===== src/rtl/mdu_pkg.sv =====
// Shared types and constants for the iterative multiply/divide unit.
package mdu_pkg;

   localparam int MD_W     = 32;
   localparam int MD_CNT_W = $clog2(MD_W);

   // OP[0] = 1 selects the unsigned flavour, OP[1] = 1 selects divide.
   typedef enum logic [1:0] {
      MD_MULT  = 2'b00,
      MD_MULTU = 2'b01,
      MD_DIV   = 2'b10,
      MD_DIVU  = 2'b11
   } md_op_t;

   typedef enum logic [1:0] {
      S_IDLE = 2'd0,
      S_LOAD = 2'd1,
      S_ITER = 2'd2,
      S_FIX  = 2'd3
   } md_state_t;

   function automatic logic md_is_signed(input md_op_t op);
      return ~op[0];
   endfunction

   function automatic logic md_is_div(input md_op_t op);
      return op[1];
   endfunction

endpackage


===== src/rtl/mdu_addsub.sv =====
// W+1-bit adder/subtractor shared by the multiply and divide iterations.
// cb is bit W of the W+1-bit result: the carry for a zero-extended add,
// the borrow for a restoring-divide trial subtraction.
module mdu_addsub #(
   parameter int W = 32
) (
   input  logic [W:0]   a,
   input  logic [W:0]   b,
   input  logic         sub,
   output logic [W-1:0] sum,
   output logic         cb
);

   logic [W:0] res;

   // Two's-complement add of a and (b or ~b), with sub as carry-in.
   always_comb begin
      res = a + (sub ? ~b : b) + {{W{1'b0}}, sub};
      sum = res[W-1:0];
      cb  = res[W];
   end

endmodule


===== src/rtl/muldiv_seq.sv =====
// Iterative multiply/divide sequencer owning the HI/LO registers.
// One shift-add (multiply) or restoring trial subtract (divide) per clock.
// acc_hi/acc_lo hold {partial product, multiplier} or {remainder, quotient};
// opb holds the multiplicand or divisor. Signed ops work on magnitudes and
// fix the sign in the FIX state.
module muldiv_seq
   import mdu_pkg::*;
#(
   parameter int W     = MD_W,
   parameter int CNT_W = MD_CNT_W
) (
   input  logic         CLK,
   input  logic         RESET_N,
   input  logic         START,
   input  logic [1:0]   OP,
   input  logic [W-1:0] A,
   input  logic [W-1:0] B,
   input  logic         ABORT,
   input  logic         WE_HI,
   input  logic         WE_LO,
   input  logic [W-1:0] WD,
   output logic         BUSY,
   output logic         DONE,
   output logic [W-1:0] HI,
   output logic [W-1:0] LO
);

   md_state_t      state_q, state_d;
   md_op_t         op_q, op_d;
   logic [CNT_W-1:0] cnt_q, cnt_d;
   logic [W-1:0]   acc_hi_q, acc_hi_d;
   logic [W-1:0]   acc_lo_q, acc_lo_d;
   logic [W-1:0]   opb_q, opb_d;
   logic [W-1:0]   hi_q, hi_d;
   logic [W-1:0]   lo_q, lo_d;
   logic           neg_quo_q, neg_quo_d;
   logic           neg_rem_q, neg_rem_d;
   logic           div0_q, div0_d;
   logic           done_q, done_d;

   logic [W:0]     add_a;
   logic [W:0]     add_b;
   logic           add_sub;
   logic [W-1:0]   add_sum;
   logic           add_cb;

   logic [2*W-1:0] prod_fix;
   logic [W-1:0]   quo_fix;
   logic [W-1:0]   rem_fix;
   logic           op_signed;

   mdu_addsub #(.W(W)) u_addsub (
      .a   (add_a),
      .b   (add_b),
      .sub (add_sub),
      .sum (add_sum),
      .cb  (add_cb)
   );

   // Steer the shared adder: trial subtract for divide, conditional add for multiply.
   always_comb begin
      if (md_is_div(op_q)) begin
         add_a   = {acc_hi_q, acc_lo_q[W-1]};
         add_b   = {1'b0, opb_q};
         add_sub = 1'b1;
      end else begin
         add_a   = {1'b0, acc_hi_q};
         add_b   = acc_lo_q[0] ? {1'b0, opb_q} : '0;
         add_sub = 1'b0;
      end
   end

   // Sign-corrected results presented to HI/LO when leaving FIX.
   always_comb begin
      op_signed = md_is_signed(op_q);
      prod_fix  = {acc_hi_q, acc_lo_q};
      quo_fix   = acc_lo_q;
      rem_fix   = acc_hi_q;
      if (op_signed && neg_quo_q) begin
         prod_fix = -{acc_hi_q, acc_lo_q};
         quo_fix  = -acc_lo_q;
      end
      if (op_signed && neg_rem_q) begin
         rem_fix = -acc_hi_q;
      end
      // Divide by zero: quotient is all ones; the remainder path already
      // reproduces the dividend since nothing was ever subtracted.
      if (div0_q) begin
         quo_fix = '1;
      end
   end

   // Next-state and datapath control for IDLE -> LOAD -> ITER -> FIX.
   always_comb begin
      state_d   = state_q;
      op_d      = op_q;
      cnt_d     = cnt_q;
      acc_hi_d  = acc_hi_q;
      acc_lo_d  = acc_lo_q;
      opb_d     = opb_q;
      hi_d      = hi_q;
      lo_d      = lo_q;
      neg_quo_d = neg_quo_q;
      neg_rem_d = neg_rem_q;
      div0_d    = div0_q;
      done_d    = 1'b0;

      case (state_q)
         S_IDLE: begin
            if (WE_HI) hi_d = WD;
            if (WE_LO) lo_d = WD;
            if (START && !ABORT) begin
               state_d  = S_LOAD;
               op_d     = md_op_t'(OP);
               acc_lo_d = A;
               opb_d    = B;
            end
         end
         S_LOAD: begin
            if (ABORT) begin
               state_d = S_IDLE;
            end else begin
               // Multiply is commutative, so A always sits in acc_lo and B in
               // opb: A is multiplier or dividend, B multiplicand or divisor.
               if (md_is_signed(op_q)) begin
                  acc_lo_d  = acc_lo_q[W-1] ? -acc_lo_q : acc_lo_q;
                  opb_d     = opb_q[W-1] ? -opb_q : opb_q;
                  neg_quo_d = acc_lo_q[W-1] ^ opb_q[W-1];
                  neg_rem_d = acc_lo_q[W-1];
               end else begin
                  neg_quo_d = 1'b0;
                  neg_rem_d = 1'b0;
               end
               div0_d   = md_is_div(op_q) && (opb_q == '0);
               acc_hi_d = '0;
               cnt_d    = '0;
               state_d  = S_ITER;
            end
         end
         S_ITER: begin
            if (ABORT) begin
               state_d = S_IDLE;
               cnt_d   = '0;
            end else begin
               if (md_is_div(op_q)) begin
                  // Borrow set: restore the shifted remainder and shift in 0.
                  acc_hi_d = add_cb ? add_a[W-1:0] : add_sum;
                  acc_lo_d = {acc_lo_q[W-2:0], ~add_cb};
               end else begin
                  // The carry-out becomes the new top bit of the partial product.
                  acc_hi_d = {add_cb, add_sum[W-1:1]};
                  acc_lo_d = {add_sum[0], acc_lo_q[W-1:1]};
               end
               cnt_d = cnt_q + 1'b1;
               if (cnt_q == CNT_W'(W - 1)) begin
                  state_d = S_FIX;
               end
            end
         end
         S_FIX: begin
            state_d = S_IDLE;
            if (!ABORT) begin
               done_d = 1'b1;
               if (md_is_div(op_q)) begin
                  hi_d = rem_fix;
                  lo_d = quo_fix;
               end else begin
                  hi_d = prod_fix[2*W-1:W];
                  lo_d = prod_fix[W-1:0];
               end
            end
         end
         default: begin
            state_d = S_IDLE;
         end
      endcase
   end

   // State and datapath registers with synchronous active-low reset.
   always_ff @(posedge CLK) begin
      if (!RESET_N) begin
         state_q   <= S_IDLE;
         op_q      <= MD_MULT;
         cnt_q     <= '0;
         acc_hi_q  <= '0;
         acc_lo_q  <= '0;
         opb_q     <= '0;
         hi_q      <= '0;
         lo_q      <= '0;
         neg_quo_q <= 1'b0;
         neg_rem_q <= 1'b0;
         div0_q    <= 1'b0;
         done_q    <= 1'b0;
      end else begin
         state_q   <= state_d;
         op_q      <= op_d;
         cnt_q     <= cnt_d;
         acc_hi_q  <= acc_hi_d;
         acc_lo_q  <= acc_lo_d;
         opb_q     <= opb_d;
         hi_q      <= hi_d;
         lo_q      <= lo_d;
         neg_quo_q <= neg_quo_d;
         neg_rem_q <= neg_rem_d;
         div0_q    <= div0_d;
         done_q    <= done_d;
      end
   end

   assign BUSY = (state_q != S_IDLE);
   assign DONE = done_q;
   assign HI   = hi_q;
   assign LO   = lo_q;

endmodule


===== config.mk =====
export PLATFORM = sky130hd
export DESIGN_NAME = muldiv_seq
export DESIGN_NICKNAME = d
export VERILOG_FILES = /design/src/rtl/mdu_pkg.sv /design/src/rtl/mdu_addsub.sv /design/src/rtl/muldiv_seq.sv
export SDC_FILE = /design/constraint.sdc
export NUM_CORES = 1
export LEC_CHECK = 0
export CAP_MARGIN = 20
export CORE_MARGIN = 2
export CORE_UTILIZATION = 40
export DETAILED_ROUTE_END_ITERATION = 16
export PLACE_DENSITY = 0.61
export SLEW_MARGIN = 10
export SYNTH_ARGS = -nofsm -noshare
export SYNTH_HDL_FRONTEND = slang
export SYNTH_SLANG_ARGS = --single-unit

===== constraint.sdc =====
create_clock -name CLK -period 8.14 [get_ports CLK]
set_input_delay 1.628 -clock CLK [delete_from_list [all_inputs] [get_ports CLK]]
set_output_delay 1.628 -clock CLK [all_outputs]
set_load 0.05 [all_outputs]

# ---- Word-level counts from Yosys, hierarchy flattened
# Index checks and enable logic that the tools add are counted.
dict set report word_totals {
  ff_bits 173
  input_bits 104
  out_inout_bits 66
  elab_cells 109
}
dict set report op_classes {
  add_sub_neg 7
  eq_ne 14
  mux 45
  bitwise_logic 5
  n_reduce_logical 24
}
# cell n
set op_table {}
lappend op_table {{32-bit two-way mux} 25}
lappend op_table {{32-bit one-hot mux with 2 select lines} 4}
lappend op_table {{32-bit negation} 3}
lappend op_table {{32-bit one-hot mux with 3 select lines} 1}
lappend op_table {{33-bit two-way mux} 2}
lappend op_table {{64-bit two-way mux} 1}
lappend op_table {{64-bit negation} 1}
lappend op_table {{33-bit by 1-bit adder with 33-bit output} 1}
lappend op_table {{33-bit adder} 1}
lappend op_table {{32-bit NOT with 33-bit output} 1}
lappend op_table {{32-bit logical NOT} 1}
lappend op_table {{2-bit inequality test (second input constant)} 9}
lappend op_table {{5-bit two-way mux} 2}
lappend op_table {{5-bit one-hot mux with 2 select lines} 1}
lappend op_table {{2-bit AND reduction} 5}
lappend op_table {{5-bit AND reduction} 2}
lappend op_table {{3-bit AND reduction} 3}
lappend op_table {{2-bit two-way mux} 4}
lappend op_table {{2-bit one-hot mux with 4 select lines} 1}
lappend op_table {{2-bit nonzero test} 4}
lappend op_table {{6-bit AND reduction} 1}
lappend op_table {{5-bit by 1-bit adder with 5-bit output (second input constant)} 1}
lappend op_table {{5-bit == test (second input constant)} 1}
lappend op_table {{2-bit == test (second input constant)} 2}
lappend op_table {{10 further kinds} 18}

# ---- Depth between registers and ports, before layout
dict set report depth {
  depth_word 10
  mapped_depth 17
  mapped_depth_nobuf 13
}

# ---- Modules after synthesis
# Synthesis repeated with hierarchy kept, for this count alone.
dict set report hier_totals {
  cells_unflattened 1884
  hier_area_um2 14156.1
}
# mod instances cells_per_inst area_per_inst_um2 seq_area_each_um2
set by_module_without_submodules {}
lappend by_module_without_submodules {muldiv_seq 1 1592 12067.8 3463.3}
lappend by_module_without_submodules {mdu_addsub 1 292 2088.3 0.0}

# ---- Least setup slack after synthesis
# OpenSTA, ideal clock, no wires.
dict set report synth_path {
  path_type {reg2reg}
  start {reg op_q[1]}
  end {reg acc_hi_q[20]}
  setup_ns 0.129
  arrival_ns 4.536
  t_required_ns 8.011
  slack_ns 3.475
  path_stages_with_launch 16
  path_buffers 5
  period_less_slack_ns 4.665
  cell_sequence {dfxtp_1 -> buf_2 -> buf_1 -> clkbuf_1 -> clkbuf_1 -> mux2_2 -> ha_1 -> and3_1 -> a221o_1 -> nand4_1 -> a31oi_1 -> mux2_2 -> nand2_1 -> buf_2 -> mux2i_1 -> o21ai_0}
}
dict set report synth_between {
  elab_chain_cells 9
  elab_cells_between_ends 11
  classes_between {add/sub: 2; mux: 8; bitwise: 1}
}
# item line
set synth_rtl {}
lappend synth_rtl {{start, declared} muldiv_seq.sv:29} ;# md_op_t op_q, op_d;
lappend synth_rtl {{start signal, assigned} muldiv_seq.sv:196} ;# op_q <= op_d;
lappend synth_rtl {{32-bit two-way mux} muldiv_seq.sv:62} ;# if (md_is_div(op_q)) begin
lappend synth_rtl {{32-bit NOT with 33-bit output} mdu_addsub.sv:18} ;# res = a + (sub ? ~b : b) + {{W{1'b0}}, sub};
lappend synth_rtl {{33-bit two-way mux} mdu_addsub.sv:18}
lappend synth_rtl {{33-bit adder} mdu_addsub.sv:18}
lappend synth_rtl {{33-bit by 1-bit adder with 33-bit output} mdu_addsub.sv:18}
lappend synth_rtl {{32-bit two-way mux} muldiv_seq.sv:147} ;# acc_hi_d = add_cb ? add_a[W-1:0] : add_sum;
lappend synth_rtl {{32-bit two-way mux *} muldiv_seq.sv:145} ;# if (md_is_div(op_q)) begin
lappend synth_rtl {{32-bit two-way mux *} muldiv_seq.sv:141} ;# if (ABORT) begin
lappend synth_rtl {{32-bit one-hot mux with 2 select lines *} muldiv_seq.sv:108} ;# case (state_q)
lappend synth_rtl {{end signal, assigned} muldiv_seq.sv:198} ;# acc_hi_q <= acc_hi_d;
lappend synth_rtl {{end, declared} muldiv_seq.sv:31} ;# logic [W-1:0] acc_hi_q, acc_hi_d;
# Every way passes the cells marked *; elsewhere a longest branch is shown, timed or not. The select of a mux whose other input is x is not followed.
# A chain may end at the register's enable or synchronous reset.

# ---- Worst setup path in the final report
dict set report layout_path {
  start {reg op_q[1]}
  end {reg acc_hi_q[9]}
}
# The elaborated chain is that of the path after synthesis.

==> reports/metrics.yaml <==
status: "completed"
dr_total_vias: 14300
cts_hold_buf: 0
h-tree-depth: 4
antenna_found_initial: 0
port_buffers: 169
fmax_mhz: 222
slew_viol_final: 0
die_w_um: 188
crit_family: "buffers and inverters"
finalCritPeriodShare_pct: 55.4
cp.arrival_ps: 4820
drc: 0
drive_gt1_share_pct: 6.87
cts_resized: 0
drv_cap: 0
powerDensity_nw_per_um2: 200
async_flop_share_pct: 0
total_power_w: 0.00319
detail-route-antenna-nets: 0
yosysSeqAreaShare_pct: 25.7
crit_slowest_cell: "dfxtp_4"
overflow: 0
grt_max_degree: 88
clock_power_share_pct: 28.5
tightest_slew_ps: 1060
final_hold_viol_count: 0
cp-end-kind: "flop"
grt_pass1_wl_mm: 78.3
dieArea_um2: 35200
combinationalPowerShare_pct: 37.5
area_growth_pct: 18.2
clk_latency_ps: 460
synthFlopType: "dfxtp_1"
grt_pass1_vias: 13500
numCtsBuffers: 17
ios: 170
grt_usage_pct: 28.2
floorplan.initialDensity_pct: 40.4
finalWeightedCongestion: 0.906
critPathLaunchType: "flop"
avgRoutedWirePerCell_um: 21.4
synthDistinctLibCells: 77
sequentialPowerShare_pct: 34.1
fin_tns_setup_ps: 0
antenna_cells: 0
detail_route.iter0.violations: 1111
num_rows: 67
min-delay-path-class: "flop to flop"
leakage_nw: 5.89
final_nets: 2040
netSwitchingFraction_pct: 42.0
internal_power_w: 0.00185
p_sw_w: 0.00134
syn_inst: 1845
clkTransAtPathRegs_ps: 80
avgViaCountPerCell: 6.08
critPathBufInv: 3
synth-edff-count: 0
cts_max_path_buffers: 2
maxSlewHeadroom_pct: 29.2
syn_area_per_cell_um2: 7.30
required_ps: 8450
cts_tree: "done"
cp_max_fo: 58
clkSinkCount: 173
die_y_um: 188
drt-pass1-iter-count: 7
setup_viol: 0
ys_ff_latch: 173
fin_crit_ps: 4510
peakVddDrop_mv: 0.175
crit_type: "flop to flop"
rsz0062_at_grt: "no"
fp.coreArea_um2: 33400
syn-cell-area_um2: 13500
slowest_delay_ps: 780
wl_mm: 50.4
path_cells: "clkinv_1 -> buf_4 -> nand3_1 -> o21ai_0 -> ha_1 -> nand4_1 -> nor3_1 -> nand4_1 -> a31oi_1 -> mux2_2 -> nand2_1 -> buf_4 -> mux2i_1 -> o221ai_1"
cts-root-buf: "clkbuf_16"
dpl.hpwl_mm: 37.4
post-cts-setup-buffer-count: 0
skew_ps: 15.8
ys_warn_count: 0
syn_nets: 1991
-- synth_stat cells, drive strengths merged (13+ instances only) --
library cell  instances  area (um^2)
nor4                 20          125
or4                  13          101
xor2                 54          473
nand3                66          330
a211oi               25          188
a31oi                32          200
a21o                 16          120
o211ai               26          195
nand4                17          106
o31ai                20          150
a21oi               180          905
clkbuf              137          514
o21ai               165          830
or3                  21          131
nor3                 45          246
mux2i                44          440
dfxtp               173         3460
buf                  25          119
ha                   41          513
mux2                 50          563
nor2                166          623
inv                  38          143
xnor2                69          604
nand2               199          747
a22oi                36          270
o221ai               37          324
-- power groups by stage --
stage	clock (W)	combinational [W]	sequential, W
after floorplan	0	0.000739	0.00115
after global placement	0	0.00117	0.00110
after detailed placement	0	0.00118	0.00110
after CTS	0.000913	0.00119	0.00108
after global routing	0.000948	0.00129	0.00110
final	0.000907	0.00119	0.00109
-- state kept, by name, summed over array words and instances, names as in the netlist, 2 cells and up --
| name | cells |
|---|---|
| state_q | 2 |
| HI | 32 |
| acc_hi_q | 32 |
| cnt_q | 5 |
| LO | 32 |
| acc_lo_q | 32 |
| opb_q | 32 |
| op_q | 2 |
-- kinds of logic (layout without fill, tap and decap cells) --
group / after synthesis / count (layout) / share of synthesized area (%)
AOI/OAI and AO/OA: 614 / 614 / 28.5
xor gates and xnor gates: 123 / 123 / 8.00
adders and majority gates: 42 / 42 / 3.96
buffers and inverters: 202 / 264 / 5.82
DFF: 173 / 173 / 25.7
muxes: 94 / 94 / 7.45
and+or+nand+nor: 597 / 597 / 20.5
-- cells in the final DEF, fill, tap and decap left out, types with 8 or more instances in the layout --
| cell type | count |
|---|---|
| nand2_1 | 199 |
| a21oi_1 | 177 |
| dfxtp_1 | 172 |
| clkdlybuf4s50_1 | 169 |
| nor2_1 | 165 |
| o21ai_0 | 160 |
| xnor2_1 | 69 |
| nand3_1 | 66 |
| xor2_1 | 54 |
| mux2_2 | 50 |
| mux2i_1 | 44 |
| nor3_1 | 41 |
| ha_1 | 39 |
| inv_1 | 37 |
| o221ai_1 | 37 |
| a22oi_1 | 36 |
| a31oi_1 | 32 |
| o211ai_1 | 26 |
| a211oi_1 | 25 |
| buf_4 | 23 |
| or3_1 | 21 |
| nor4_1 | 20 |
| o31ai_1 | 20 |
| nand4_1 | 17 |
| clkbuf_16 | 17 |
| a21o_1 | 16 |
| or4_1 | 12 |
| nand2b_1 | 10 |
| a211o_1 | 10 |
| nand3b_1 | 8 |
| a32oi_1 | 8 |
-- cell type report --
cell class	count	area (um^2)
clock buffer	18	439
timing repair buffer	192	1860
tap	448	561
sequential	173	3470
inverter	40	151
clock inverter	14	191
fill	3400	17400
multi-input combinational	1470	9250
-- routing by layer --
layer,global-route usage (%),part of all wire (%),vias to the layer above
met5,0,0,-
met4,12.1,4.2,0
met3,4.23,6.4,100
met2,47.2,46,587
met1,36.1,43,6764
li1,-,-,6857
-- worst reg2reg max path, stage by stage, from the launching register on --
cell and delay, ps:
dfxtp_4 780, clkinv_1 240, buf_4 290, nand3_1 110, o21ai_0 90, ha_1 440
nand4_1 210, nor3_1 310, nand4_1 150, a31oi_1 500, mux2_2 430, nand2_1 70
buf_4 390, mux2i_1 250, o221ai_1 130
-- final timing paths --
path	startpoint	to	slack [ps]	cells past startpoint
worst max-delay path	op_q[1]$_SDFFE_PN0P_	acc_hi_q[9]$_SDFFE_PN0P_	3630	14
worst min-delay path	LO[13]$_SDFFE_PN0P_	LO[13]$_SDFFE_PN0P_	450	2
worst max register to register	op_q[1]$_SDFFE_PN0P_	acc_hi_q[9]$_SDFFE_PN0P_	3630	14
worst min register to register	LO[13]$_SDFFE_PN0P_	LO[13]$_SDFFE_PN0P_	450	2
-- stage by stage --
step | setup WS, ps | std cells | util (%) | cell area, um^2 | hold slack (ps)
2_1_floorplan | 3480 | 1845 | - | 13500 | 449
3_3_place_gp | 3730 | 2323 | 45.8 | 15300 | 442
3_5_place_dp | 3670 | 2323 | 45.8 | 15300 | 444
4_1_cts | 3670 | 2355 | 47.7 | 15900 | 455
5_1_grt | 3160 | 2355 | 47.7 | 15900 | 476
6_report | 3630 | 2355 | 47.7 | 15900 | 452
(Power assumes the default switching activity.)
